===== src/rtl/jk_seq_monitor.sv =====
// jk_seq_monitor: checks a 4-bit JK counter against its period-7 code cycle
// 0000->0001->0011->0101->0111->1011->1101->0000. It tracks the position in
// the cycle, counts completed periods, and flags, counts and latches faults.
module jk_seq_monitor #(
    parameter int ERR_W = 8,
    parameter int PER_W = 16
) (
    input  logic             clk,
    input  logic             reset,
    input  logic             en,
    input  logic [3:0]       code_in,
    input  logic             clr_err,
    output logic             in_sync,
    output logic [2:0]       seq_idx,
    output logic [3:0]       code_q,
    output logic             err_pulse,
    output logic             err_sticky,
    output logic [ERR_W-1:0] err_cnt,
    output logic [PER_W-1:0] period_cnt
);

    typedef enum logic {SYNC = 1'b0, TRACK = 1'b1} state_t;

    state_t           state, state_n;
    logic [2:0]       idx_n;
    logic [3:0]       code_n;
    logic             pulse_n;
    logic             sticky_n;
    logic [ERR_W-1:0] err_n;
    logic [PER_W-1:0] per_n;
    logic             fault;

    // Code expected after the code at position idx; position 6 closes the period.
    function automatic logic [3:0] successor(input logic [2:0] idx);
        case (idx)
            3'd0:    return 4'b0001;
            3'd1:    return 4'b0011;
            3'd2:    return 4'b0101;
            3'd3:    return 4'b0111;
            3'd4:    return 4'b1011;
            3'd5:    return 4'b1101;
            default: return 4'b0000;
        endcase
    endfunction

    // Next sequence position, wrapping 6 back to 0.
    function automatic logic [2:0] next_idx(input logic [2:0] idx);
        return (idx >= 3'd6) ? 3'd0 : idx + 3'd1;
    endfunction

    // Error counter increment that sticks at all-ones.
    function automatic logic [ERR_W-1:0] sat_inc(input logic [ERR_W-1:0] v);
        return (&v) ? v : v + ERR_W'(1);
    endfunction

    // The state register doubles as the registered in_sync flag.
    assign in_sync = (state == TRACK);

    // Next-state, sequence tracking and error bookkeeping.
    always_comb begin
        state_n  = state;
        idx_n    = seq_idx;
        code_n   = code_q;
        pulse_n  = 1'b0;
        sticky_n = err_sticky;
        err_n    = err_cnt;
        per_n    = period_cnt;
        fault    = 1'b0;

        if (en) begin
            code_n = code_in;
            case (state)
                SYNC: begin
                    // Out-of-sync codes are ignored until the cycle start shows up.
                    if (code_in == 4'b0000) begin
                        state_n = TRACK;
                        idx_n   = 3'd0;
                    end
                end
                TRACK: begin
                    if (code_in == successor(seq_idx)) begin
                        idx_n = next_idx(seq_idx);
                        if (seq_idx == 3'd6)
                            per_n = period_cnt + PER_W'(1);
                    end else begin
                        fault = 1'b1;
                        idx_n = 3'd0;
                        // A 0000 is itself a valid anchor, so relock without leaving TRACK.
                        if (code_in != 4'b0000)
                            state_n = SYNC;
                    end
                end
                default: state_n = SYNC;
            endcase
        end

        // A fault on the same edge as a clear starts the count fresh at 1.
        if (fault) begin
            pulse_n  = 1'b1;
            sticky_n = 1'b1;
            err_n    = clr_err ? ERR_W'(1) : sat_inc(err_cnt);
        end else if (clr_err) begin
            sticky_n = 1'b0;
            err_n    = '0;
        end
    end

    // All outputs registered; asynchronous reset returns everything to zero.
    always_ff @(posedge clk or posedge reset) begin
        if (reset) begin
            state      <= SYNC;
            seq_idx    <= 3'd0;
            code_q     <= 4'b0000;
            err_pulse  <= 1'b0;
            err_sticky <= 1'b0;
            err_cnt    <= '0;
            period_cnt <= '0;
        end else begin
            state      <= state_n;
            seq_idx    <= idx_n;
            code_q     <= code_n;
            err_pulse  <= pulse_n;
            err_sticky <= sticky_n;
            err_cnt    <= err_n;
            period_cnt <= per_n;
        end
    end

endmodule

===== config.mk =====
export PLATFORM = sky130hd
export DESIGN_NAME = jk_seq_monitor
export DESIGN_NICKNAME = d
export VERILOG_FILES = /design/src/rtl/jk_seq_monitor.sv
export SDC_FILE = /design/constraint.sdc
export NUM_CORES = 1
export LEC_CHECK = 0
export BUFFER_PORTS_ARGS = -buffer_cell sky130_fd_sc_hd__buf_4
export CAP_MARGIN = 20
export CORE_MARGIN = 2
export CORE_UTILIZATION = 34
export DETAILED_ROUTE_END_ITERATION = 10
export GPL_TIMING_DRIVEN = 0
export PLACE_DENSITY = 0.57
export SKIP_CTS_REPAIR_TIMING = 1
export SYNTH_ARGS = -nofsm -noshare
export SYNTH_HDL_FRONTEND = slang
export SYNTH_SLANG_ARGS = --single-unit

===== constraint.sdc =====
create_clock -name clk -period 3.1 [get_ports clk]
set_clock_uncertainty 0.2 [all_clocks]
set_input_delay 0.155 -clock clk [delete_from_list [all_inputs] [get_ports clk]]
set_output_delay 0.155 -clock clk [all_outputs]
set_load 0.01 [all_outputs]

== Yosys cells after proc, flatten, opt, wreduce, memory -nomap -nowiden ==
Index checks and enable logic that the tools add are counted.

* Add/subtract/negate cells: 3
* Order comparisons: 1
* Eq/ne operators: 9
* Mux-type cells: 21
* Bitwise gates (word level): 1
* Reductions and logical operators: 8

{| class="wikitable"
|+ Operator list
! cell !! number
|-
| 8-bit two-way mux || 4
|-
| 4-bit case mux with 6 select lines || 1
|-
| 16-bit by 1-bit adder with 16-bit output (second input constant) || 1
|-
| 3-bit equality test (second input constant) || 3
|-
| 1-bit two-way mux || 9
|-
| 3-bit two-way mux || 3
|-
| 8-bit by 1-bit adder with 8-bit output (second input constant) || 1
|-
| 4-bit two-way mux || 2
|-
| 8-bit AND reduction || 1
|-
| 3-bit by 2-bit equality test with 1-bit output (second input constant) || 2
|-
| 3-bit case mux with 2 select lines || 1
|-
| 4-bit equality test || 1
|-
| 4-bit logical NOT || 1
|-
| 2-bit inequality test (second input constant) || 2
|-
| 2-bit AND reduction || 2
|-
| 4-bit AND reduction || 1
|-
| 4-bit nonzero test || 1
|-
| 3-bit by 1-bit adder with 3-bit output (second input constant) || 1
|-
| 3-bit by 1-bit equality test with 1-bit output (second input constant) || 1
|-
| 3-bit greater-or-equal comparator (second input constant) || 1
|-
| 3-bit logical NOT || 1
|-
| 1-bit case mux with 2 select lines || 1
|-
| 2-bit nonzero test || 1
|-
| 1-bit NOT || 1
|}

* Bits in registers: 34
* Input bits: 8
* Output and inout port bits: 34

== Logic depth before layout (Yosys ltp) ==
* Depth in word-level cells: 10
* Mapped depth: 10

== Worst setup path before layout ==
No wires, ideal clock.

* Path kind: reg2reg
* Start point: register seq_idx[0]
* End point: register period_cnt[1]
* Library setup time: 125 ps
* Arrival time: 2484 ps
* Path slack: 291 ps
* Cell stages (with the launch flop): 8
* Buffers on the path: 0
* Cells stage by stage: dfrtp_1 -> ha_1 -> ha_1 -> nor3_2 -> a21oi_1 -> or4b_4 -> nor4_4 -> mux2_2

* Longest elaborated chain between the ends: 6

{| class="wikitable"
|+ Ends and longest elaborated chain
! element !! RTL line !! RTL
|-
| from (decl) || 14 || <nowiki>output logic [2:0] seq_idx,</nowiki>
|-
| from (signal assigned) || 120 || <nowiki>seq_idx <= idx_n;</nowiki>
|-
| 3-bit equality test, or another cell as far along || 35 || <nowiki>case (idx)</nowiki>
|-
| 4-bit case mux with 6 select lines || 35 ||
|-
| 4-bit two-way mux || 72 || <nowiki>case (state)</nowiki>
|-
| 4-bit two-way mux || 70 || <nowiki>if (en) begin</nowiki>
|-
| 4-bit equality test || 81 || <nowiki>if (code_in == successor(seq_idx)) begin</nowiki>
|-
| 4-bit AND reduction (no line) * || n/a ||
|-
| to (signal assigned) || 125 || <nowiki>period_cnt <= per_n;</nowiki>
|-
| to (decl) || 19 || <nowiki>output logic [PER_W-1:0] period_cnt</nowiki>
|}

Mark *: on every way between the ends. The rest lies on a longest branch, timed or not. The select of a mux whose other input is x is not followed.
A chain may end at the register's enable or synchronous reset.

== Worst setup path in the final report ==
Ends and elaborated chain as after synthesis.

==> metrics.md <==
| Metric | Value |
|---|---|
| Synth-to-layout area growth | 32.2% |
| CP delay by family, top | simple AND/OR/NAND/NOR gates |
| Synth top area cells | dfrtp_1 48%, xnor2_1 7.4%, ha_1 4.9%, nand4_1 4.9%, mux2_2 4.4% |
| Final Cycle Share | 0.926 |
| CP endpoint kind | flip-flop |
| Filler Cells Inserted | 512 |
| Placeable Area | 5070 um2 |
| Clock slew at reported path FFs | 70 ps |
| DR WL/cell | 13.1 um |
| Max_slew headroom | 0.606 |
| Largest net degree at the start of global routing | 23 |
| CTS tree | yes |
| Synthesized instance count | 171 |
| YS warnings | 0 |
| Root buffer cell | clkbuf_8 |
| Synth cell types | 38 |
| EDFF count, synth | 0 |
| Critical Path Most Common Cell | ha_1 |
| Initial antenna violation count | 0 |
| Port bufs | 39 |
| Top-count cell post-synth | dfrtp_1 |
| # nets final | 239 |
| Crit. Startpoint | seq_idx[0]$_DFFE_PP0P_ |
| DP HPWL | 2790 um |
| Crit path to | period_cnt[1]$_DFFE_PP0P_ |
| Worst Tran Pin Value | 591 ps |
| CP Depth | 8 |
| I/O pin cnt | 42 |
| Kind of start point of the critical path | flip-flop |
| Setup WS pre-CTS | 82.8 ps |
| Critical path data required time | 3080 ps |
| DRT Wirelength | 3870 um |
| Primary FF master, synth | dfrtp_1 |
| Yosys top cell by area | dfrtp_1 |
| Die height | 76.2 um |
| Arr. time, crit path | 2850 ps |
| Cells along the critical path | ha_1 > ha_1 > nor3_2 > a21oi_1 > or4b_4 > nor4_4 > buf_4 > mux2_2 |
| PwrDens | 376 nW/um2 |
| Seq/Total Area, Yosys | 0.480 |
| Final min period | 2870 ps |
| Hold Path Class | input pin to flip-flop |
| Initial Utilization | 0.349 |
| Row cnt | 26 |
| Inserted Diodes | 0 |
| Final Hold Fails | 0 |
| CTS Sinks | 34 |
| Slowest CP cell | or4b_4 |
| Netlist Area Pre-Place | 1770 um2 |
| Routed vias | 1491 |
| Htree depth | 2 |
| Worst R2R End | period_cnt[1]$_DFFE_PP0P_ |
| Leakage | 0.00106 uW |
| Die area | 5800 um2 |
| Fmax | 348 MHz |
| Max-Cap Viols | 0 |
| Setup_tns | 0 ps |
| Final setup fails | 0 |
| Vias per cell | 5.05 |
| Crit path max fanout | 10 |
| FF-to-FF Start | seq_idx[0]$_DFFE_PP0P_ |
| Async SR Flop Fraction | 1.00 |
| Synth Register Bits | 34 |
| Worst skew pair latency | 290 ps |
| Gr usage total | 0.138 |
| Setup WS post-layout | 228 ps |
| First-pass GRT wire length | 6420 um |
| Remaining global-route overflow | 0 |
| Status | complete, no violations |
| Die width | 76.2 um |
| Longest Clk Path Bufs | 2 |
| Synth Net Count | 186 |
| Avg Inst Size Synth | 10.4 um2 |
| R2R setup slack | 230 ps |
| Placer Congestion | 0.799 |
| Delay of the slowest critical-path stage | 530 ps |
| Worst Path Buf+Inv | 1 |
| Vias in the first global route | 1300 |
| Total CTS buffers | 5 |
| 1st-pass router iterations | 5 |
| RSZ-0062 raised after global routing | false |
| Slew Limit Fails | 0 |
| Residual DRC | 0 |
| Worst-case reg-to-reg path depth | 8 |
| Post-synth top cells | 34 x dfrtp_1, 15 x xnor2_1, 14 x nand4_1 |
| Detail Route Antenna Nets | 0 |
| Top cell type's share of synthesized area | 0.480 |
| CP Class | flip-flop to flip-flop |
| Worst VDD drop | 0.153 mV |
| Layout cell share with drive strength beyond 1 | 0.276 |
| Initial drt markers | 62 |
-- worst register-to-register path: stages (launching register included) --
cell     delay [ps]
dfrtp_1         440
ha_1            230
ha_1            230
nor3_2          200
a21oi_1          90
or4b_4          530
nor4_4          280
buf_4           210
mux2_2          340
-- placed cells by master (no fill, tap or decap), types with 2 or more instances in the layout --
cell type	Yosys	layout
or3_1	3	3
nand2b_1	2	2
nand3_1	9	9
and3_1	5	5
a21oi_1	5	5
inv_1	8	8
mux2_2	7	7
clkbuf_1	3	3
ha_1	7	7
nor4_1	4	4
xnor2_1	15	15
nor2_1	5	5
dlygate4sd3_1	0	5
clkbuf_8	0	6
nand4_1	14	14
buf_4	1	40
nor2b_1	2	2
nand2_1	13	13
o21ai_0	8	8
dfrtp_1	34	34
nor3_1	5	5
and2_1	2	2
-- per-layer routing --
layer | global-route usage | vias to the layer above | share of wire
li1 | - | 725 | -
met1 | 0.189 | 711 | 0.47
met2 | 0.204 | 51 | 0.45
met3 | 0.0450 | 4 | 0.070
met4 | 0.0491 | 0 | 0.0093
met5 | 0 | - | 0
-- registers in the layout, indices dropped and copies added (netlist names) --
name / count
err_pulse: 1
err_sticky: 1
err_cnt: 8
in_sync: 1
code_q: 4
seq_idx: 3
period_cnt: 16
-- worst min-delay path by stage --
stage,from,endpoint,slack [ps],cells after the start
3_3_place_gp,code_in[0],code_q[0]$_DFFE_PP0P_,220,2
5_1_grt,clr_err,err_cnt[5]$_DFFE_PP0P_,80,2
2_1_floorplan,reset,code_q[0]$_DFFE_PP0P_,100,1
4_1_cts,reset,period_cnt[14]$_DFFE_PP0P_,-260,2
6_report,clr_err,err_cnt[5]$_DFFE_PP0P_,50,2
3_5_place_dp,reset,period_cnt[15]$_DFFE_PP0P_,60,2
-- through the flow --
stage	area (um2)	std cells	hold WS [ps]	total power [uW]	utilization
2_1_floorplan	1770	171	96.6	504	-
3_3_place_gp	2150	280	224	533	0.424
3_5_place_dp	2180	281	60.1	539	0.429
4_1_cts	2270	289	-259	894	0.448
5_1_grt	2340	295	77.4	927	0.462
6_report	2340	295	51.3	882	0.462
-- power breakdown --
| group | switching [uW] | internal [uW] |
|---|---|---|
| clock | 169 | 178 |
| sequential | 5.63 | 451 |
| combinational | 41.5 | 36.2 |
| total | 216 | 666 |
-- logic make-up (layout without fill, tap and decap cells) --
logic type | after synthesis | count (layout) | share of synthesized area
compound gates | 21 | 21 | 0.0706
xor+xnor | 16 | 16 | 0.0791
fa+ha+maj | 7 | 7 | 0.0494
buf+inv | 13 | 67 | 0.0304
flops | 34 | 34 | 0.480
mux | 8 | 8 | 0.0501
simple gates | 72 | 72 | 0.240
-- layout make-up --
class,count,area (um2),share of cell area
repair buffers,46,378,0.161
inverters,8,30.0,0.0128
flip-flops and latches,34,851,0.363
clock buffers,6,82.6,0.0353
well taps,70,87.6,0.0374
plain buffers,5,27.5,0.0118
multi-input cells,124,873,0.373
clock inverters,2,12.5,0.00534
No activity file was read; power rests on OpenSTA's default activity.
